## src/rtl/floo_pkg.sv

```systemverilog
// Shared types for the floo wormhole arbiter: arbiter state encoding and the
// default flit layout (header with a last-flit marker plus payload).
package floo_pkg;

  localparam int unsigned FlitDataWidth = 8;

  typedef enum logic [1:0] {ArbIdle, ArbHold, ArbLocked} wh_arb_state_e;

  typedef struct packed {
    logic last;
  } hdr_t;

  typedef struct packed {
    hdr_t                     hdr;
    logic [FlitDataWidth-1:0] payload;
  } flit_t;

endpackage

```

## src/rtl/floo_rr_pick.sv

```systemverilog
// Combinational round-robin picker: first set valid bit at or after ptr_i,
// built as rotate-down, lowest-set-bit search, rotate-back (any NumInputs).
module floo_rr_pick #(
  parameter int unsigned NumInputs = 5,
  parameter int unsigned IdxWidth  = (NumInputs > 1) ? $clog2(NumInputs) : 1
) (
  input  logic [NumInputs-1:0] valid_i,
  input  logic [IdxWidth-1:0]  ptr_i,
  output logic [IdxWidth-1:0]  idx_o,
  output logic                 any_o
);

  logic [NumInputs-1:0] rotated;
  logic [IdxWidth-1:0]  first;
  logic [IdxWidth:0]    back_sum;

  always_comb begin
    logic [IdxWidth:0] src;
    rotated = '0;
    src     = '0;
    for (int i = 0; i < NumInputs; i++) begin
      src = {1'b0, ptr_i} + (IdxWidth+1)'(i);
      if (src >= (IdxWidth+1)'(NumInputs)) src = src - (IdxWidth+1)'(NumInputs);
      rotated[i] = valid_i[src[IdxWidth-1:0]];
    end
  end

  // Scan from the top down so the lowest set bit wins.
  always_comb begin
    first = '0;
    for (int i = NumInputs - 1; i >= 0; i--) begin
      if (rotated[i]) first = IdxWidth'(i);
    end
  end

  always_comb begin
    back_sum = {1'b0, first} + {1'b0, ptr_i};
    if (back_sum >= (IdxWidth+1)'(NumInputs)) back_sum = back_sum - (IdxWidth+1)'(NumInputs);
  end

  assign any_o = |valid_i;
  assign idx_o = any_o ? back_sum[IdxWidth-1:0] : '0;

endmodule

```

## src/rtl/floo_wormhole_arbiter.sv

```systemverilog
// Round-robin wormhole arbiter for one router output port: grants one input,
// holds it through output stalls and locks it until the last flit is accepted.
module floo_wormhole_arbiter
  import floo_pkg::*;
#(
  parameter int unsigned NumInputs = 5,
  parameter type         flit_t    = floo_pkg::flit_t,
  parameter int unsigned IdxWidth  = (NumInputs > 1) ? $clog2(NumInputs) : 1
) (
  input  logic                  clk_i,
  input  logic                  rst_ni,
  input  logic [NumInputs-1:0]  valid_i,
  output logic [NumInputs-1:0]  ready_o,
  input  flit_t [NumInputs-1:0] data_i,
  output logic                  valid_o,
  input  logic                  ready_i,
  output flit_t                 data_o,
  output logic [IdxWidth-1:0]   gnt_idx_o,
  output logic                  locked_o
);

  wh_arb_state_e       state_q;
  logic [IdxWidth-1:0] rr_ptr_q;
  logic [IdxWidth-1:0] lock_idx_q;
  logic [IdxWidth-1:0] pick_idx;
  logic                pick_any;
  logic [IdxWidth-1:0] sel;
  logic                hs;
  logic                last;

  function automatic logic [IdxWidth-1:0] wrap_inc(input logic [IdxWidth-1:0] idx);
    return (idx == IdxWidth'(NumInputs - 1)) ? '0 : idx + 1'b1;
  endfunction

  floo_rr_pick #(
    .NumInputs (NumInputs),
    .IdxWidth  (IdxWidth)
  ) i_rr_pick (
    .valid_i (valid_i),
    .ptr_i   (rr_ptr_q),
    .idx_o   (pick_idx),
    .any_o   (pick_any)
  );

  // Once a packet owns the port, later-arriving inputs cannot steal it.
  assign sel = (state_q == ArbIdle) ? pick_idx : lock_idx_q;

  always_comb begin
    valid_o = 1'b0;
    data_o  = '0;
    ready_o = '0;
    for (int i = 0; i < NumInputs; i++) begin
      if (sel == IdxWidth'(i)) begin
        valid_o    = valid_i[i];
        data_o     = data_i[i];
        ready_o[i] = ready_i;
      end
    end
  end

  assign hs        = valid_o & ready_i;
  assign last      = data_o.hdr.last;
  assign gnt_idx_o = sel;
  assign locked_o  = (state_q == ArbLocked);

  always_ff @(posedge clk_i or negedge rst_ni) begin
    if (!rst_ni) begin
      state_q    <= ArbIdle;
      rr_ptr_q   <= '0;
      lock_idx_q <= '0;
    end else begin
      case (state_q)
        ArbIdle: begin
          if (valid_o && !ready_i) begin
            state_q    <= ArbHold;
            lock_idx_q <= sel;
          end else if (hs && !last) begin
            state_q    <= ArbLocked;
            lock_idx_q <= sel;
          end else if (hs && last) begin
            rr_ptr_q <= wrap_inc(sel);
          end
        end
        ArbHold: begin
          if (hs && !last) begin
            state_q <= ArbLocked;
          end else if (hs && last) begin
            state_q  <= ArbIdle;
            rr_ptr_q <= wrap_inc(lock_idx_q);
          end
        end
        ArbLocked: begin
          if (hs && last) begin
            state_q  <= ArbIdle;
            rr_ptr_q <= wrap_inc(lock_idx_q);
          end
        end
        default: state_q <= ArbIdle;
      endcase
    end
  end

`ifndef SYNTHESIS
  a_ready_onehot0: assert property (@(posedge clk_i) disable iff (!rst_ni)
    $onehot0(ready_o));

  a_stall_stable: assert property (@(posedge clk_i) disable iff (!rst_ni)
    (state_q != ArbIdle && valid_o && !ready_i) |=> (valid_o && $stable(data_o)));
`endif

  logic unused_any;
  assign unused_any = pick_any;

endmodule

```

## config.mk

```make
export PLATFORM = sky130hd
export DESIGN_NAME = floo_wormhole_arbiter
export DESIGN_NICKNAME = d
export VERILOG_FILES = /design/src/rtl/floo_pkg.sv /design/src/rtl/floo_rr_pick.sv /design/src/rtl/floo_wormhole_arbiter.sv
export SDC_FILE = /design/constraint.sdc
export NUM_CORES = 1
export LEC_CHECK = 0
export ABC_CLOCK_PERIOD_IN_PS = 6000
export BUFFER_PORTS_ARGS = -buffer_cell sky130_fd_sc_hd__buf_2
export CAP_MARGIN = 40
export CORE_AREA = 4 4 83 85
export CTS_BUF_LIST = sky130_fd_sc_hd__clkbuf_4
export CTS_CLUSTER_SIZE = 20
export DETAILED_ROUTE_END_ITERATION = 16
export DIE_AREA = 0 0 87 89
export PLACE_DENSITY = 0.68
export SLEW_MARGIN = 10
export SYNTH_ARGS = -nofsm -noshare
export SYNTH_HDL_FRONTEND = slang
export SYNTH_SLANG_ARGS = --single-unit
```

## constraint.sdc

```tcl
create_clock -name clk_i -period 6 [get_ports clk_i]
set_input_delay 0 -clock clk_i [delete_from_list [all_inputs] [get_ports clk_i]]
set_output_delay 0 -clock clk_i [all_outputs]
set_load 0.02 [all_outputs]
```

==> results of run 1 <==
-- critical path: cells and delay by family, from the launching register on --
family | cells | cell delay, ps
flip-flops | 1 | 380
AND/OR/NAND/NOR | 5 | 420
AO/OA/AOI/OAI | 10 | 2090
XOR/XNOR | 1 | 170
adder cells (fa/ha/maj) | 5 | 1200
buffers and inverters | 6 | 830
multiplexers | 3 | 680
-- metal layers --
| layer | routed length (um) | vias to the layer above | GRT usage |
|---|---|---|---|
| met1 | 3080 | 1211 | 0.216 |
| met3 | 416 | 10 | 0.0350 |
| met4 | 90 | 0 | 0.0241 |
| met2 | 3410 | 83 | 0.284 |
| li1 | - | 1271 | - |
| met5 | 0 | - | 0 |
-- logic make-up after synthesis --
logic type / Yosys count / share of synthesized area
muxes: 26 / 0.141
DFF: 8 / 0.0928
AOI/OAI and AO/OA: 91 / 0.311
xor gates and xnor gates: 7 / 0.0284
buffers and inverters: 34 / 0.0620
adders and majority gates: 24 / 0.146
and+or+nand+nor: 97 / 0.219
-- final cells by class --
type / instances / area share
repair buffers: 113 / 0.223
multi-input cells: 245 / 0.651
clock buffers: 3 / 0.00710
inverters: 20 / 0.0245
flip-flops and latches: 8 / 0.0635
well taps: 77 / 0.0304
-- state kept, by name, summed over array words and instances (netlist names) --
| signal | count |
|---|---|
| lock_idx_q | 3 |
| rr_ptr_q | 3 |
| state_q | 2 |
-- through the flow --
step | hold WS [ps] | util
2_1_floorplan | -296 | -
3_3_place_gp | -151 | 0.446
3_5_place_dp | -145 | 0.446
4_1_cts | 125 | 0.474
5_1_grt | 154 | 0.511
6_report | 120 | 0.511
-- worst max path at each step --
stage,end,cells after the start
2_1_floorplan,lock_idx_q[2],27
3_3_place_gp,lock_idx_q[2],29
3_5_place_dp,lock_idx_q[2],29
4_1_cts,lock_idx_q[2],29
5_1_grt,rr_ptr_q[2],30
6_report,rr_ptr_q[2],30
-- Yosys cell counts, drive strengths merged (7+ instances only) --
library cell   n  area, sq um
mux2i         18          180
dfrtp          8          200
o21ai          7         35.0
nor3           9         45.0
inv           19         71.3
nand2         27          104
ha            22          275
a21oi         32          171
nor2          27          104
clkbuf         8         30.0
nand3         14         80.1
o211ai        21          158
-- what timing repair did --
action / 4_1_cts / 5_1_grt
setup buffers: 9 / 10
endpoints found under the hold margin: 8 / 0
setup endpoints to repair: 14 / 18
gates resized for setup: 13 / 39
pin swaps: 10 / 19
gates cloned: 0 / 1
hold buffers: 1 / 0
-- cells in the final DEF, fill, tap and decap left out, drive strengths merged, types with 2 or more instances in the layout --
cell / count
nand4b: 2
o22ai: 2
o22a: 2
nand2b: 6
inv: 19
a211oi: 2
o21a: 2
and3: 4
nand2: 27
mux4: 2
buf: 112
mux2i: 18
o21ai: 7
a21o: 3
o211ai: 21
a221oi: 4
nor2: 27
a32oi: 2
ha: 22
dfrtp: 8
fa: 2
o211a: 2
xnor2: 6
a21oi: 32
nor3: 9
nand3: 14
mux2: 6
clkbuf: 3
==> impl_metrics.yaml, run 1 <==
run_status:
  outcome: "complete, no violations"
drt:
  drc: 0
  firstDrtPassIters: 4
  vias_per_cell: 5.53
  post_drt_wl_per_cell_um: 15.0
  vias: 2575
  drt_iter0_drc: 79
  drtAntennaViolNets: 0
  routed_wl_um: 7000
die:
  die_w_um: 87
  boundaryPins: 72
  die_area_sq_um: 7740
  coreArea_sq_um: 6200
  rows: 29
  dieHeight_um: 89
  start_util: 0.348
finish:
  nNetsFinal: 468
  n_fill_cell: 591
  area_growth_pct: 47.0
  fin_area_sq_um: 3170
  seq_area_sq_um: 201
  layout-drive-gt1-share: 0.437
  antenna-diode-count: 0
  layoutNonFillerInstCount: 466
  multi_input_area_sq_um: 2070
cts:
  clk_pin_slew_ps: 60
  clock_latency_ps: 250
  cts_tree: "done"
  h-tree-depth: 1
  cts_buffer_depth: 2
  root_buffer: "clkbuf_4"
  cts_buffers: 3
  cts_sinks: 8
timing:
  final.setup.tns_ps: 0
  setup_viol: 0
  hold_violations: 0
  fmax_mhz: 170
  max_slew.worst_pin.slew_ps: 603
  fin_crit_sh: 0.982
  relSlewSlack: 0.598
  rsz0062_at_grt: "yes"
  clock-skew-final_ps: 2.38
  period_needed_ps: 5890
  worst_slack_ps: 106
  slew_viol_final: 0
critical_path:
  max_stage_delay_ps: 450
  r2r.worst_path.cells: 30
  reg2reg_from: "rr_ptr_q[0]"
  worstPathMaxFanout: 9
  arrival_ps: 6020
  required_ps: 6130
  r2r_end: "rr_ptr_q[2]"
  worst_path_most_repeated_cell: "buf_4"
  cp-start-kind: "flop"
  worst_path_max_delay_cell: "fa_1"
  critical_path_class: "reg -> reg"
  crit_path_start: "rr_ptr_q[0]"
  end_kind: "flop"
  rrSetupSlack_ps: 110
placement:
  placed_cell_area_sq_um: 2770
  port_buffers: 71
  gp_congestion: 0.946
  place_ws_ps: -234
  dpl.cell_count: 442
  dp_hpwl_um: 5300
logic_synthesis:
  ys_ff_latch: 8
  synth.avg_cell_area_sq_um: 7.52
  yosysWarningCount: 0
  ys_async_sr_fraction: 1.00
  syn_area_sq_um: 2160
  yosysSeqAreaShare: 0.0928
  ys_types: 61
  synthesis.nets: 364
  synth_edf_count: 0
  syn-instance-count: 287
  ys.flop_type: "dfrtp_1"
min_path:
  hold_path_class: "in -> async"
grt:
  grt_max_degree: 19
  grtUsageTotal: 0.165
  grt_pass1_vias: 2327
  antenna_found_initial: 0
  grt_pass1_wl_um: 10700
  grt_remaining_overflow: 0
run:
  max_cap_viol_count: 0
Power of run 1 is left out: the tool's default activity adds up to more than one toggle a clock period on the data nets, which glitch-free logic cannot reach.
==> run 2: changes to the inputs <==
--- a/config.mk
+++ b/config.mk
@@ -6,14 +6,14 @@
 export NUM_CORES = 1
 export LEC_CHECK = 0
 export ABC_CLOCK_PERIOD_IN_PS = 6000
-export BUFFER_PORTS_ARGS = -buffer_cell sky130_fd_sc_hd__buf_2
 export CAP_MARGIN = 40
 export CORE_AREA = 4 4 83 85
 export CTS_BUF_LIST = sky130_fd_sc_hd__clkbuf_4
 export CTS_CLUSTER_SIZE = 20
 export DETAILED_ROUTE_END_ITERATION = 16
 export DIE_AREA = 0 0 87 89
-export PLACE_DENSITY = 0.68
+export DONT_BUFFER_PORTS = 1
+export PLACE_DENSITY = 0.58
 export SLEW_MARGIN = 10
 export SYNTH_ARGS = -nofsm -noshare
 export SYNTH_HDL_FRONTEND = slang
==> run 2 against run 1 <==
First-iteration DRC count stayed put. Global-route usage is 1.3 points lower. Wire length is 4.2% lower. Count of clock-buffer cells in the layout stayed put. Clock skew is 2.8 ps higher. Core utilization is 4.3 points lower. Die area stayed put. Flip-flop and latch count stayed put. Non-clock buffer count is 54 lower. Via count is 7.4% lower. Maximum frequency is 0.97% higher. Register-to-register slack better by 60 ps.
==> impl_metrics.yaml, run 2 (same netlist as run 1, synthesis figures left out) <==
finish:
  largestRegisters: "lock_idx_q: 3 flops, rr_ptr_q: 3 flops, state_q: 2 flops"
  layout_commonest_cell: "buf_4"
  final_cell_mix: "52 x buf_4, 26 x a21oi_1, 25 x nor2_1"
  layoutNonFillerInstCount: 412
  area_growth_pct: 34.7
  nNetsFinal: 414
  layout-drive-gt1-share: 0.331
  antenna-diode-count: 0
placement:
  dpl.cell_count: 387
  dp_hpwl_um: 5010
  gp_congestion: 0.916
  port_buffers: 0
timing:
  clock-skew-final_ps: 5.13
  hold_violations: 0
  slew_viol_final: 0
  fin_crit_sh: 0.973
  period_needed_ps: 5840
  rsz0062_at_grt: "yes"
  setup_viol: 0
  max_slew.worst_pin.slew_ps: 596
  relSlewSlack: 0.603
  fmax_mhz: 171
critical_path:
  crit_path_start: "rr_ptr_q[0]"
  critical_path_class: "reg -> reg"
  required_ps: 6130
  arrival_ps: 5970
  cp-start-kind: "flop"
  reg2reg_from: "rr_ptr_q[0]"
  worstPathMaxFanout: 10
  end_kind: "flop"
die:
  die_area_sq_um: 7740
  dieHeight_um: 89
  die_w_um: 87
  rows: 29
  boundaryPins: 72
  coreArea_sq_um: 6200
  start_util: 0.348
drt:
  routed_wl_um: 6710
  drc: 0
  post_drt_wl_per_cell_um: 16.3
  drt_iter0_drc: 79
  vias: 2385
  firstDrtPassIters: 4
  vias_per_cell: 5.79
  drtAntennaViolNets: 0
cts:
  cts_buffers: 3
  h-tree-depth: 1
  cts_sinks: 8
  cts_tree: "done"
  clk_pin_slew_ps: 50
  cts_buffer_depth: 2
  root_buffer: "clkbuf_4"
  clock_latency_ps: 250
run_status:
  outcome: "complete, no violations"
grt:
  grt_max_degree: 19
  grt_pass1_vias: 2037
  grt_pass1_wl_um: 9690
  antenna_found_initial: 0
  grt_remaining_overflow: 0
  grtUsageTotal: 0.152
min_path:
  min_from: "ready_i"
  hold_path_class: "in -> reg"
run:
  max_cap_viol_count: 0
==> run 2: final cells by class <==
cell class,instances,area [sq um]
inverter,20,77.6
fill,608,3300
clock buffer,3,22.5
timing repair buffer,59,464
multi-input combinational,245,2050
tap,77,96.3
sequential,8,200
==> run 2: through the flow <==
stage / area (sq um) / setup slack, ps / hold slack, ps / util / TNS (ps)
floorplan: 2240 / -48.2 / -296 / - / -74.2
global placement: 2530 / 107 / -295 / 0.408 / 0
CTS: 2630 / 10.2 / 6.29 / 0.424 / 0
finish: 2910 / 162 / 39.3 / 0.469 / 0
global route: 2910 / -164 / 47.3 / 0.469 / -1340
detailed placement: 2530 / -46.9 / -295 / 0.408 / -58.4
==> run 2: routing by layer <==
metal,vias up,share of wire,global-route usage
li1,1167,-,-
met1,1120,0.45,0.216
met2,90,0.48,0.238
met3,8,0.061,0.0313
met4,0,0.0064,0.0283
met5,-,0,0
==> run 2: worst max-delay path, stage by stage (launching register included) <==
cell and delay [ps]:
dfrtp_1 380, inv_2 90, ha_4 130, inv_2 40, fa_2 410, a21oi_2 170, mux2i_2 280, mux4_2 530
mux2i_1 190, nand2b_1 70, a21boi_1 160, ha_2 210, fa_1 430, inv_2 100, ha_4 150, nand2b_4 60
a221oi_4 330, mux2i_2 300, nand2_2 120, ha_4 190, ha_4 180, buf_8 140, a311oi_2 280, o22ai_2 160
buf_4 180, a21oi_4 150, mux2_4 310
==> run 2: path summary, 6_finish.rpt <==
path	to	slack, ps	depth (start not counted)
min	state_q[0]	40	3
max reg2reg	lock_idx_q[2]	160	26
min reg2reg	state_q[1]	630	2
min in group asynchronous	state_q[1]	90	1
max in group asynchronous	rr_ptr_q[0]	5640	1
max	lock_idx_q[2]	160	26
==> run 2: repair_timing <==
action,CTS,global route
hold buffers,2,0
gates resized for setup,3,36
buffers inserted,5,14
endpoints found under the setup margin,6,18
cloned,0,1
hold endpoints to repair,11,0
pin swaps,1,26
Power of run 2 is left out for the same reason.
==> run 3: changes to the inputs <==
--- a/config.mk
+++ b/config.mk
@@ -5,15 +5,15 @@
 export SDC_FILE = /design/constraint.sdc
 export NUM_CORES = 1
 export LEC_CHECK = 0
-export ABC_CLOCK_PERIOD_IN_PS = 6000
+export ABC_CLOCK_PERIOD_IN_PS = 6800
+export BUFFER_PORTS_ARGS = -buffer_cell sky130_fd_sc_hd__buf_2
 export CAP_MARGIN = 40
 export CORE_AREA = 4 4 83 85
 export CTS_BUF_LIST = sky130_fd_sc_hd__clkbuf_4
 export CTS_CLUSTER_SIZE = 20
 export DETAILED_ROUTE_END_ITERATION = 16
 export DIE_AREA = 0 0 87 89
-export DONT_BUFFER_PORTS = 1
-export PLACE_DENSITY = 0.58
+export PLACE_DENSITY = 0.66
 export SLEW_MARGIN = 10
 export SYNTH_ARGS = -nofsm -noshare
 export SYNTH_HDL_FRONTEND = slang
==> constraint.sdc (replaced) <==
create_clock -name clk_i -period 6.8 [get_ports clk_i]
set_input_delay 0 -clock clk_i [delete_from_list [all_inputs] [get_ports clk_i]]
set_output_delay 0 -clock clk_i [all_outputs]
set_load 0.02 [all_outputs]
==> run 3 against run 2 <==
Maximum frequency is 9.3% lower. Final area is 5.3% lower. Global-route usage is 0.48 points higher. Final cell count is 7.0% higher. Wire length is 3.8% lower. Critical path depth is 4 higher. Die area stayed put. Highest routed layer unchanged.
==> impl_metrics.yaml, run 3 (same netlist as run 1, synthesis figures left out) <==
placement:
  place_ws_ps: -49.5
  dpl.cell_count: 431
  port_buffers: 71
  gp_congestion: 0.827
  dp_hpwl_um: 5090
critical_path:
  max_stage_delay_ps: 590
  arrival_ps: 6570
  critical_path_class: "reg -> reg"
  end_kind: "flop"
  worstPathMaxFanout: 8
  required_ps: 6930
  cp-start-kind: "flop"
  worst_path_max_delay_cell: "mux4_1"
cts:
  cts_buffer_depth: 2
  clock_latency_ps: 250
  cts_sinks: 8
  cts_buffers: 3
  cts_tree: "done"
  clk_pin_slew_ps: 60
  root_buffer: "clkbuf_4"
  h-tree-depth: 1
grt:
  grt_remaining_overflow: 0
  grt_pass1_vias: 2228
  grt_max_degree: 21
  antenna_found_initial: 0
  grtUsageTotal: 0.157
  grt_pass1_wl_um: 10200
timing:
  hold_violations: 0
  setup_viol: 0
  clock-skew-final_ps: 3.75
  relSlewSlack: 0.599
  period_needed_ps: 6430
  worst_slack_ps: 367
  fmax_mhz: 155
  max_slew.worst_pin.slew_ps: 602
  slew_viol_final: 0
  fin_crit_sh: 0.946
die:
  die_w_um: 87
  start_util: 0.348
  boundaryPins: 72
  rows: 29
  die_area_sq_um: 7740
  coreArea_sq_um: 6200
  dieHeight_um: 89
drt:
  vias: 2417
  firstDrtPassIters: 5
  drc: 0
  drt_iter0_drc: 107
  vias_per_cell: 5.48
  routed_wl_um: 6450
  drtAntennaViolNets: 0
  post_drt_wl_per_cell_um: 14.6
finish:
  largestRegisters: "lock_idx_q: 3 flops, rr_ptr_q: 3 flops, state_q: 2 flops"
  final_cell_mix: "71 x buf_2, 29 x a21oi_1, 26 x nand2_1, 26 x nor2_1, 21 x o211ai_1"
  antenna-diode-count: 0
  layout_commonest_cell: "buf_2"
  area_growth_pct: 27.5
  n_fill_cell: 634
  nNetsFinal: 443
  layoutNonFillerInstCount: 441
  layout-drive-gt1-share: 0.327
run_status:
  outcome: "complete, no violations"
run:
  max_cap_viol_count: 0
min_path:
  hold_path_class: "in -> async"
## run 3: what timing repair did
| action | 4_1_cts | 5_1_grt |
|---|---|---|
| hold buffers | 1 | 0 |
| buffers inserted | 0 | 6 |
| resized for setup | 1 | 12 |
| endpoints found under the hold margin | 8 | 0 |
| endpoints found under the setup margin | 5 | 18 |
| pin swaps | 0 | 3 |
| cloned | 0 | 0 |
## run 3: final timing paths
check	from	slack, ps	endpoint	cells past startpoint
max	rr_ptr_q[0]	370	lock_idx_q[2]	30
max reg2reg	rr_ptr_q[0]	370	lock_idx_q[2]	30
max in group asynchronous	rst_ni	6500	rr_ptr_q[1]	2
min	rst_ni	120	rr_ptr_q[0]	2
min reg2reg	rr_ptr_q[0]	590	rr_ptr_q[0]	2
min in group clk_i	ready_i	130	state_q[1]	3
## run 3: cell type report
class / count / area, sq um / area share
timing repair buffer: 88 / 485 / 0.176
sequential: 8 / 201 / 0.0732
clock buffer: 3 / 22.5 / 0.00818
inverter: 20 / 75.1 / 0.0273
tap: 77 / 96.3 / 0.0350
multi-input combinational: 245 / 1870 / 0.680
## run 3: metal layers
metal,GRT usage,vias up,part of all wire
met5,0,-,0
met4,0.0227,0,0.0056
met3,0.0175,4,0.055
met2,0.275,81,0.48
met1,0.211,1107,0.46
li1,-,1225,-
## run 3: critical path: cells and delay by family (launching register included)
family | cells | cell delay (ps)
muxes | 5 | 1670
adders and majority gates | 6 | 1670
AOI/OAI and AO/OA | 7 | 1380
DFF | 1 | 380
buffers and inverters | 5 | 520
and+or+nand+nor | 7 | 700
## run 3: metrics by stage
step | hold WS (ps) | instance area, sq um | TNS (ps) | util
2_1_floorplan | -296 | 2160 | 0 | -
5_1_grt | 141 | 2750 | -60.1 | 0.444
6_report | 118 | 2750 | 0 | 0.444
3_5_place_dp | -139 | 2630 | -99.2 | 0.423
4_1_cts | 120 | 2660 | 0 | 0.429
3_3_place_gp | -152 | 2630 | 0 | 0.423
Power of run 3 is left out for the same reason.
